==> src/rtl/arbitro_pkg.sv <==
// Shared encodings and FSM state type for the rock-paper-scissors match sequencer.
package arbitro_pkg;

  localparam logic [1:0] MoveNone    = 2'b00;
  localparam logic [1:0] MoveSasso   = 2'b01;
  localparam logic [1:0] MoveCarta   = 2'b10;
  localparam logic [1:0] MoveForbice = 2'b11;

  localparam logic [1:0] MancheNone = 2'b00;
  localparam logic [1:0] MancheP1   = 2'b01;
  localparam logic [1:0] MancheP2   = 2'b10;
  localparam logic [1:0] MancheDraw = 2'b11;

  localparam logic [1:0] PartitaRun  = 2'b00;
  localparam logic [1:0] PartitaP1   = 2'b01;
  localparam logic [1:0] PartitaP2   = 2'b10;
  localparam logic [1:0] PartitaDraw = 2'b11;

  typedef enum logic [2:0] {
    StIdle,
    StCollect,
    StIssue,
    StWaitRes,
    StReport,
    StDone
  } state_e;

endpackage

==> src/rtl/slot_move.sv <==
// Single-player move capture slot: valid/ready intake, drops the 00 move, clearable.
module slot_move (
  input  logic       clk_i,
  input  logic       rst_ni,
  input  logic       en_i,
  input  logic       clr_i,
  input  logic [1:0] move_i,
  input  logic       valid_i,
  output logic       ready_o,
  output logic       full_o,
  output logic [1:0] move_o,
  output logic       take_o,
  output logic       reject_o
);
  import arbitro_pkg::*;

  logic       full_q, full_d;
  logic [1:0] move_q, move_d;
  logic       xfer;

  assign ready_o  = en_i & ~full_q;
  assign xfer     = valid_i & ready_o;
  assign take_o   = xfer & (move_i != MoveNone);
  assign reject_o = xfer & (move_i == MoveNone);

  always_comb begin
    full_d = full_q;
    move_d = move_q;
    if (clr_i) begin
      full_d = 1'b0;
      move_d = MoveNone;
    end else if (take_o) begin
      full_d = 1'b1;
      move_d = move_i;
    end
  end

  always_ff @(posedge clk_i or negedge rst_ni) begin
    if (!rst_ni) begin
      full_q <= 1'b0;
      move_q <= MoveNone;
    end else begin
      full_q <= full_d;
      move_q <= move_d;
    end
  end

  assign full_o = full_q;
  assign move_o = move_q;

endmodule

==> src/rtl/arbitro_partita.sv <==
// Match sequencer: collects both players' moves, drives the round core for one cycle,
// samples its verdict and tracks rounds until the match ends or the round cap is hit.
module arbitro_partita #(
  parameter int unsigned TIMEOUT_CYC = 16,
  parameter int unsigned CORE_LAT    = 1,
  parameter int unsigned MAX_ROUNDS  = 15,
  parameter int unsigned RCNT_W      = 4
) (
  input  logic              clk,
  input  logic              rst_n,
  input  logic              start,
  input  logic [1:0]        p1_move,
  input  logic              p1_valid,
  output logic              p1_ready,
  input  logic [1:0]        p2_move,
  input  logic              p2_valid,
  output logic              p2_ready,
  output logic [1:0]        core_primo,
  output logic [1:0]        core_secondo,
  output logic              core_inizia,
  input  logic [1:0]        core_manche,
  input  logic [1:0]        core_partita,
  output logic              res_valid,
  output logic [1:0]        res_manche,
  output logic [1:0]        res_partita,
  output logic [RCNT_W-1:0] round_cnt,
  output logic              busy,
  output logic              match_over,
  output logic              timeout_pulse,
  output logic              bad_move
);
  import arbitro_pkg::*;

  localparam int unsigned TmoW = $clog2(TIMEOUT_CYC + 1);
  localparam int unsigned LatW = (CORE_LAT > 1) ? $clog2(CORE_LAT) : 1;

  state_e            state_q, state_d;
  logic              first_q, first_d;
  logic [TmoW-1:0]   tmo_cnt_q, tmo_cnt_d;
  logic [LatW-1:0]   lat_cnt_q, lat_cnt_d;
  logic [RCNT_W-1:0] round_cnt_q, round_cnt_d;
  logic [1:0]        res_manche_q, res_manche_d;
  logic [1:0]        res_partita_q, res_partita_d;
  logic              res_valid_q, res_valid_d;
  logic              timeout_q, timeout_d;
  logic              bad_q, bad_d;
  logic [1:0]        primo_q, primo_d;
  logic [1:0]        secondo_q, secondo_d;
  logic              inizia_q, inizia_d;

  logic       collect, clr_slots;
  logic       p1_full, p1_take, p1_reject;
  logic       p2_full, p2_take, p2_reject;
  logic [1:0] p1_data, p2_data;

  assign collect = (state_q == StCollect);

  slot_move u_slot_p1 (
    .clk_i    (clk),
    .rst_ni   (rst_n),
    .en_i     (collect),
    .clr_i    (clr_slots),
    .move_i   (p1_move),
    .valid_i  (p1_valid),
    .ready_o  (p1_ready),
    .full_o   (p1_full),
    .move_o   (p1_data),
    .take_o   (p1_take),
    .reject_o (p1_reject)
  );

  slot_move u_slot_p2 (
    .clk_i    (clk),
    .rst_ni   (rst_n),
    .en_i     (collect),
    .clr_i    (clr_slots),
    .move_i   (p2_move),
    .valid_i  (p2_valid),
    .ready_o  (p2_ready),
    .full_o   (p2_full),
    .move_o   (p2_data),
    .take_o   (p2_take),
    .reject_o (p2_reject)
  );

  always_comb begin
    state_d       = state_q;
    first_d       = first_q;
    tmo_cnt_d     = '0;
    lat_cnt_d     = '0;
    round_cnt_d   = round_cnt_q;
    res_manche_d  = res_manche_q;
    res_partita_d = res_partita_q;
    res_valid_d   = 1'b0;
    timeout_d     = 1'b0;
    bad_d         = p1_reject | p2_reject;
    primo_d       = MoveNone;
    secondo_d     = MoveNone;
    inizia_d      = 1'b0;
    clr_slots     = 1'b0;

    if (start) begin
      // A start pulse always (re)opens a fresh match, dropping anything in flight.
      state_d       = StCollect;
      first_d       = 1'b1;
      round_cnt_d   = '0;
      res_manche_d  = MancheNone;
      res_partita_d = PartitaRun;
      clr_slots     = 1'b1;
    end else begin
      unique case (state_q)
        StIdle, StDone: begin
        end
        StCollect: begin
          if ((p1_full | p1_take) && (p2_full | p2_take)) begin
            // Moves captured on this same edge come straight from the inputs.
            state_d   = StIssue;
            primo_d   = p1_full ? p1_data : p1_move;
            secondo_d = p2_full ? p2_data : p2_move;
            inizia_d  = first_q;
          end else if (p1_full ^ p2_full) begin
            if (tmo_cnt_q == TmoW'(TIMEOUT_CYC - 1)) begin
              clr_slots = 1'b1;
              timeout_d = 1'b1;
            end else begin
              tmo_cnt_d = tmo_cnt_q + 1'b1;
            end
          end
        end
        StIssue: begin
          state_d   = StWaitRes;
          first_d   = 1'b0;
          clr_slots = 1'b1;
        end
        StWaitRes: begin
          if (lat_cnt_q == LatW'(CORE_LAT - 1)) begin
            state_d       = StReport;
            res_manche_d  = core_manche;
            res_partita_d = core_partita;
          end else begin
            lat_cnt_d = lat_cnt_q + 1'b1;
          end
        end
        StReport: begin
          res_valid_d = 1'b1;
          round_cnt_d = round_cnt_q + 1'b1;
          if (res_partita_q != PartitaRun || round_cnt_d == RCNT_W'(MAX_ROUNDS)) begin
            state_d = StDone;
          end else begin
            state_d = StCollect;
          end
        end
        default: state_d = StIdle;
      endcase
    end
  end

  always_ff @(posedge clk or negedge rst_n) begin
    if (!rst_n) begin
      state_q       <= StIdle;
      first_q       <= 1'b0;
      tmo_cnt_q     <= '0;
      lat_cnt_q     <= '0;
      round_cnt_q   <= '0;
      res_manche_q  <= MancheNone;
      res_partita_q <= PartitaRun;
      res_valid_q   <= 1'b0;
      timeout_q     <= 1'b0;
      bad_q         <= 1'b0;
      primo_q       <= MoveNone;
      secondo_q     <= MoveNone;
      inizia_q      <= 1'b0;
    end else begin
      state_q       <= state_d;
      first_q       <= first_d;
      tmo_cnt_q     <= tmo_cnt_d;
      lat_cnt_q     <= lat_cnt_d;
      round_cnt_q   <= round_cnt_d;
      res_manche_q  <= res_manche_d;
      res_partita_q <= res_partita_d;
      res_valid_q   <= res_valid_d;
      timeout_q     <= timeout_d;
      bad_q         <= bad_d;
      primo_q       <= primo_d;
      secondo_q     <= secondo_d;
      inizia_q      <= inizia_d;
    end
  end

  assign core_primo    = primo_q;
  assign core_secondo  = secondo_q;
  assign core_inizia   = inizia_q;
  assign res_valid     = res_valid_q;
  assign res_manche    = res_manche_q;
  assign res_partita   = res_partita_q;
  assign round_cnt     = round_cnt_q;
  assign busy          = (state_q != StIdle) && (state_q != StDone);
  assign match_over    = (state_q == StDone);
  assign timeout_pulse = timeout_q;
  assign bad_move      = bad_q;

endmodule

==> config.mk <==
export PLATFORM = sky130hd
export DESIGN_NAME = arbitro_partita
export DESIGN_NICKNAME = d
export VERILOG_FILES = /design/src/rtl/arbitro_pkg.sv /design/src/rtl/slot_move.sv /design/src/rtl/arbitro_partita.sv
export SDC_FILE = /design/constraint.sdc
export NUM_CORES = 1
export LEC_CHECK = 0
export ABC_AREA = 1
export BUFFER_PORTS_ARGS = -buffer_cell sky130_fd_sc_hd__buf_4
export CELL_PAD_IN_SITES_DETAIL_PLACEMENT = 0
export CELL_PAD_IN_SITES_GLOBAL_PLACEMENT = 1
export CORE_MARGIN = 4
export CORE_UTILIZATION = 39
export CTS_CLUSTER_DIAMETER = 100
export DETAILED_ROUTE_END_ITERATION = 16
export GPL_TIMING_DRIVEN = 0
export PLACE_DENSITY_LB_ADDON = 0.05
export SLEW_MARGIN = 20
export SYNTH_ARGS = -nofsm -noshare
export SYNTH_HDL_FRONTEND = slang
export SYNTH_HIERARCHICAL = 1
export SYNTH_SLANG_ARGS = --single-unit
==> constraint.sdc <==
create_clock -name clk -period 2.8 [get_ports clk]
set_clock_uncertainty 0.2 [all_clocks]
set_input_delay 0.14 -clock clk [delete_from_list [all_inputs] [get_ports clk]]
set_output_delay 0.14 -clock clk [all_outputs]
set_load 0.02 [all_outputs]
Word level (Yosys, flattened, before mapping) --
Cells that the tools add are included.
Cells by class: multiplexer cells 51, equality and inequality tests 12, reduce and logical (&&, ||, !) cells 18, add/sub/neg operators 3, magnitude comparators 0, div/mod/pow operators 0, shift-type cells 0, multipliers 0, bitwise operators 14
Operators by type and width (number):
- 2-bit 2-to-1 mux | 18
- 5-bit 2-to-1 mux | 5
- 1-bit 2-to-1 mux | 20
- 2-bit nonzero test | 8
- 3-bit case mux with 5 select lines | 1
- 3-bit 2-to-1 mux | 4
- 3-bit inequality test (second input constant) | 3
- 1-bit bitwise AND | 8
- 4-bit 2-to-1 mux | 2
- 3-bit by 2-bit == test with 1-bit output (second input constant) | 2
- 3-bit == test (second input constant) | 2
- 5-bit by 1-bit adder with 5-bit output (second input constant) | 1
- 5-bit by 4-bit == test with 1-bit output (second input constant) | 1
- 4-bit by 1-bit adder with 4-bit output (second input constant) | 1
- 4-bit == test (second input constant) | 1
- 2-bit zero test | 2
- 2-bit inequality test (second input constant) | 2
- 3-bit by 1-bit == test with 1-bit output (second input constant) | 1
- 3-bit zero test | 1
- 1-bit OR | 3
- 3-bit AND reduction | 1
- 3-bit nonzero test | 1
- 1-bit logical AND | 2
- 1-bit inverter | 2
- other kinds (6) | 6
Storage, ports and cells: input port bits 13, bits in registers 32, latch bits 0, memories kept 0, ROM bits 0, word-level logic and storage cells 115, bits in writable memories 0

Depth between registers and ports, before layout --
depth after elaboration 10, mapped depth 17

Cells and area by module --
The synthesis kept the hierarchy.
Modules (own cells, without submodules):
- arbitro_partita | times used 1, cells each 137, area each 1209.9 sq um
- slot_move | times used 2, cells each 22, area each 168.9 sq um

Worst setup path before layout --
Ideal clock, no wire load.
path type reg2reg, start register state_q[1], end register u_slot_p1.move_q[0] (netlist: u_slot_p1/move_o[0]), arrival 1901 ps, path slack 634 ps, required time 2535 ps, library setup time 65 ps, buffers on the path 0, cell stages (with the launch flop) 18, cells stage by stage dfrtp_1 > inv_1 > nand2_2 > nor2_4 > inv_1 > nor2_4 > nand3_2 > inv_1 > inv_1 > nand2_1 > o21ai_2 > nand2_2 > clkinv_2 > nand3_1 > nand3_1 > nor2_2 > nand2_1 > nand2_1
Between the ends: longest elaborated chain between the ends 10
Ends and longest elaborated chain:
- start: declaration | line arbitro_partita.sv:37 | state_e state_q, state_d;
- start signal: assignment | line arbitro_partita.sv:160 | state_q <= StIdle;
- start signal: assignment | line arbitro_partita.sv:174 | state_q <= state_d;
- 3-bit by 1-bit == test with 1-bit output * | line arbitro_partita.sv:56 | assign collect = (state_q == StCollect);
- via collect | line arbitro_partita.sv:51 | logic collect, clr_slots;
- 1-bit bitwise AND * | line slot_move.sv:21 | assign ready_o = en_i & ~full_q;
- via p1_ready | line arbitro_partita.sv:14 | output logic p1_ready,
- 1-bit bitwise AND * | line slot_move.sv:22 | assign xfer = valid_i & ready_o;
- 1-bit bitwise AND * | line slot_move.sv:23 | assign take_o = xfer & (move_i != MoveNone);
- via p1_take | line arbitro_partita.sv:52 | logic p1_full, p1_take, p1_reject;
- 1-bit OR * | line arbitro_partita.sv:115 | if ((p1_full | p1_take) && (p2_full | p2_take)) begin
- 1-bit logical AND * | line arbitro_partita.sv:115
- 1-bit 2-to-1 mux * | line arbitro_partita.sv:115
- 1-bit case mux with 2 select lines * | line arbitro_partita.sv:111 | unique case (state_q)
- 1-bit 2-to-1 mux * | line arbitro_partita.sv:102 | if (start) begin
- via clr_slots | line arbitro_partita.sv:51
- 2-bit 2-to-1 mux or 2-bit nonzero test (tied branches)
- end signal: assignment | line slot_move.sv:41 | move_q <= MoveNone;
- end signal: assignment | line slot_move.sv:44 | move_q <= move_d;
- end: declaration | line slot_move.sv:18 | logic [1:0] move_q, move_d;
The timed path passes the listed nets; every way through them passes the cells marked *. A chain may end at the register's enable or synchronous reset.

Worst setup path in the final report --
start register state_q[1], end register u_slot_p2.move_q[0] (netlist: u_slot_p2/move_o[0])
Between the ends: longest elaborated chain between the ends 10
Ends and longest elaborated chain (line):
- 3-bit by 1-bit == test with 1-bit output * | arbitro_partita.sv:56
- via collect | arbitro_partita.sv:51
- 1-bit bitwise AND * | slot_move.sv:21
- 1-bit bitwise AND * | slot_move.sv:22
- 1-bit bitwise AND * | slot_move.sv:23
- via p1_take | arbitro_partita.sv:52
- 1-bit OR * | arbitro_partita.sv:115
- 1-bit logical AND * | arbitro_partita.sv:115
- 1-bit 2-to-1 mux * | arbitro_partita.sv:115
- 1-bit case mux with 2 select lines * | arbitro_partita.sv:111
- 1-bit 2-to-1 mux * | arbitro_partita.sv:102
- via clr_slots | arbitro_partita.sv:51
- 2-bit 2-to-1 mux or 2-bit nonzero test (tied branches)
- end signal: assignment | slot_move.sv:41
- end signal: assignment | slot_move.sv:44
- end: declaration | slot_move.sv:18
Marked as above.

==> flow_summary.toml <==
[sta]
setup-tns-final_ps = 0
rsz0062_at_grt = "no"
final.setup.worst_slack_ps = 423
slew_viol_final = 0
hold_violations = 0
finalCriticalPeriod_ps = 2380
fmax_mhz = 421
whs_ps = 135
slew_headroom = 0.741
min_period_over_period = 0.849
worstMarginPinSlew_ps = 389
setup_violations = 0

[cells_and_area]
finalNetCount = 248
final_util = 0.547
stdcell_count = 281
diodes = 0
area_delta_synth_final_pct = 32.4
drive_gt1_frac = 0.275

[clocking]
cts_buffer_depth = 2
cts_setup_buffers = 0
htreeDepth = 2
clkTransAtPathRegs_ps = 60
cts_tree = "built"
cts_buffers = 5
root_buffer = "clkbuf_8"
clk-insertion-delay-late_ps = 280
clock-sinks = 31

[global_routing]
antenna_found_initial = 0
grt_overflow = 0
grt_pass1_vias = 1281
track_usage = 0.137
grt_max_degree = 32
grt_pass1_wl_microns = 5550

[logic_synthesis]
synth_top_cell_area_share = 0.501
synth_edf_count = 0
yosysMostFrequentCell = "nand2_1"
synth_top_area_cell = "dfrtp_1"
ys_ff_latch = 31
synth_seq_area_share = 0.501
synth_nets = 197
synth.avg_cell_area_sq_um = 8.55
synthTopCellsByArea = "dfrtp_1, nand2_1, inv_1"
ys_top_cells_by_count = "nand2_1, dfrtp_1, inv_1, nand3_1, nor2_1"
synthFlopType = "dfrtp_1"
async_flop_share = 1.00
syn-instance-count = 181
ys_types = 27
syn_area_sq_um = 1550
ys_warn_count = 6

[critical_path]
slowest_delay_ps = 390
required_ps = 2820
crit_type = "flop to flop"
worst-endpoint-arrival_ps = 2390
startpoint_type = "flop"
endpoint_kind = "flop"
crit_family = "simple AND/OR/NAND/NOR gates"
crit_buf_inv = 5
crit_slowest_cell = "dfrtp_1"
cp_cell_sequence = "inv_1 > nand2_2 > nor2_4 > inv_1 > nor2_4 > nand3_2 > inv_1 > inv_1 > nand2_1 > o21ai_2 > nand2_2 > clkinv_2 > nand3_1 > nand3_1 > nor2_2 > nand2_1 > nand2_1"
critPathMaxFanout = 6
crit_top_cell = "inv_1"

[power_and_ir_drop]
p_leak_uw = 0.00109
power_density_nw_per_um2 = 788
vdd_drop_max_mv = 0.477

[floorplan]
start_util = 0.413
dieArea_sq_um = 5040
top_level_ports = 33
core_area_sq_um = 3740
num_rows = 22
fp.dieW_microns = 71.0
die_y_microns = 71.0

[routing]
route.detailed.drc = 0
drtAntennaViolNets = 0
wl_per_cell_microns = 11.2
wl_microns = 3160
first_iter_violations = 113
vias = 1295
vias_per_cell = 4.61
drt_pass1_iterations = 4

[place]
pre_cts_ws_ps = 412
port_buffers = 32
dp.cells = 261
globalplace.congestion = 0.770
dp_hpwl_microns = 2330

[status]
status = "completed"

[run]
cap_violations = 0

[min_path]
hp-class = "input pin to async pin"
==> metal layers <==
layer | global-route usage | vias up | part of all wire
met4 | 0.0376 | 0 | 0.011
li1 | - | 660 | -
met2 | 0.225 | 31 | 0.47
met3 | 0.0483 | 5 | 0.060
met5 | 0 | - | 0
met1 | 0.171 | 599 | 0.46
==> cell type report <==
type / instances / area [sq um]
plain buffers: 1 / 5.00
clock buffers: 7 / 76.3
clock inverters: 1 / 5.00
fillers: 370 / 1690
inverters: 31 / 118
multi-input cells: 118 / 649
flip-flops and latches: 31 / 776
well taps: 48 / 60.1
repair buffers: 44 / 360
==> flip-flops by register name, indices dropped and copies added, names as in the netlist, 2 cells and up <==
signal and count:
res_manche 2, state_q 3, res_partita 2, core_secondo 2, core_primo 2, u_slot_p1/move_o 2, u_slot_p2/move_o 2, round_cnt 4
tmo_cnt_q 5
==> worst paths after layout <==
check / start / end / slack, ps / depth (start not counted)
worst max-delay path: state_q[1]$_DFFE_PN0P_ / u_slot_p2/move_o[0]$_DFFE_PN0P_ / 420 / 17
worst min-delay path: rst_n / res_partita[0]$_DFFE_PN0P_ / 130 / 2
worst max register to register: state_q[1]$_DFFE_PN0P_ / u_slot_p2/move_o[0]$_DFFE_PN0P_ / 420 / 17
worst min register to register: tmo_cnt_q[0]$_DFF_PN0_ / tmo_cnt_q[0]$_DFF_PN0_ / 270 / 1
max in group asynchronous: rst_n / u_slot_p1/full_o$_DFFE_PN0P_ / 1980 / 2
min in group clk: tmo_cnt_q[0]$_DFF_PN0_ / tmo_cnt_q[0]$_DFF_PN0_ / 270 / 1
==> cells by family after synthesis <==
kind of cell / share of synthesized area
buffers and inverters: 0.0792
DFF: 0.501
xor gates and xnor gates: 0.0170
and+or+nand+nor: 0.325
adders and majority gates: 0.0243
AOI/OAI and AO/OA: 0.0534
==> metrics by stage <==
stage,power (uW),cell area (sq um)
after floorplan,1080,1550
after global placement,1280,1850
after detailed placement,1290,1850
after CTS,1640,2050
after global routing,1740,2050
final,1610,2050
==> cell usage in the layout, fill, tap and decap left out, types with 4 or more instances in the layout <==
master         netlist  layout
a21oi_1              8       8
buf_4                0      32
clkbuf_8             0       5
dfrtp_1             31      31
dlygate4sd3_1        0      12
inv_1               29      29
nand2_1             42      42
nand2_2              5       5
nand3_1             19      19
nor2_1              14      14
nor2_2               4       4
nor2_4               4       4
==> what timing repair did <==
item	4_1_cts	5_1_grt
hold buffers	12	0
gates resized for setup	0	0
endpoints found under the hold margin	48	0
==> where the power goes <==
part | switching (uW) | total (uW) | internal [uW]
Combinational | 439 | 701 | 262
Clock | 155 | 329 | 174
Sequential | 69.4 | 585 | 515
No activity file was read; power rests on OpenSTA's default activity.
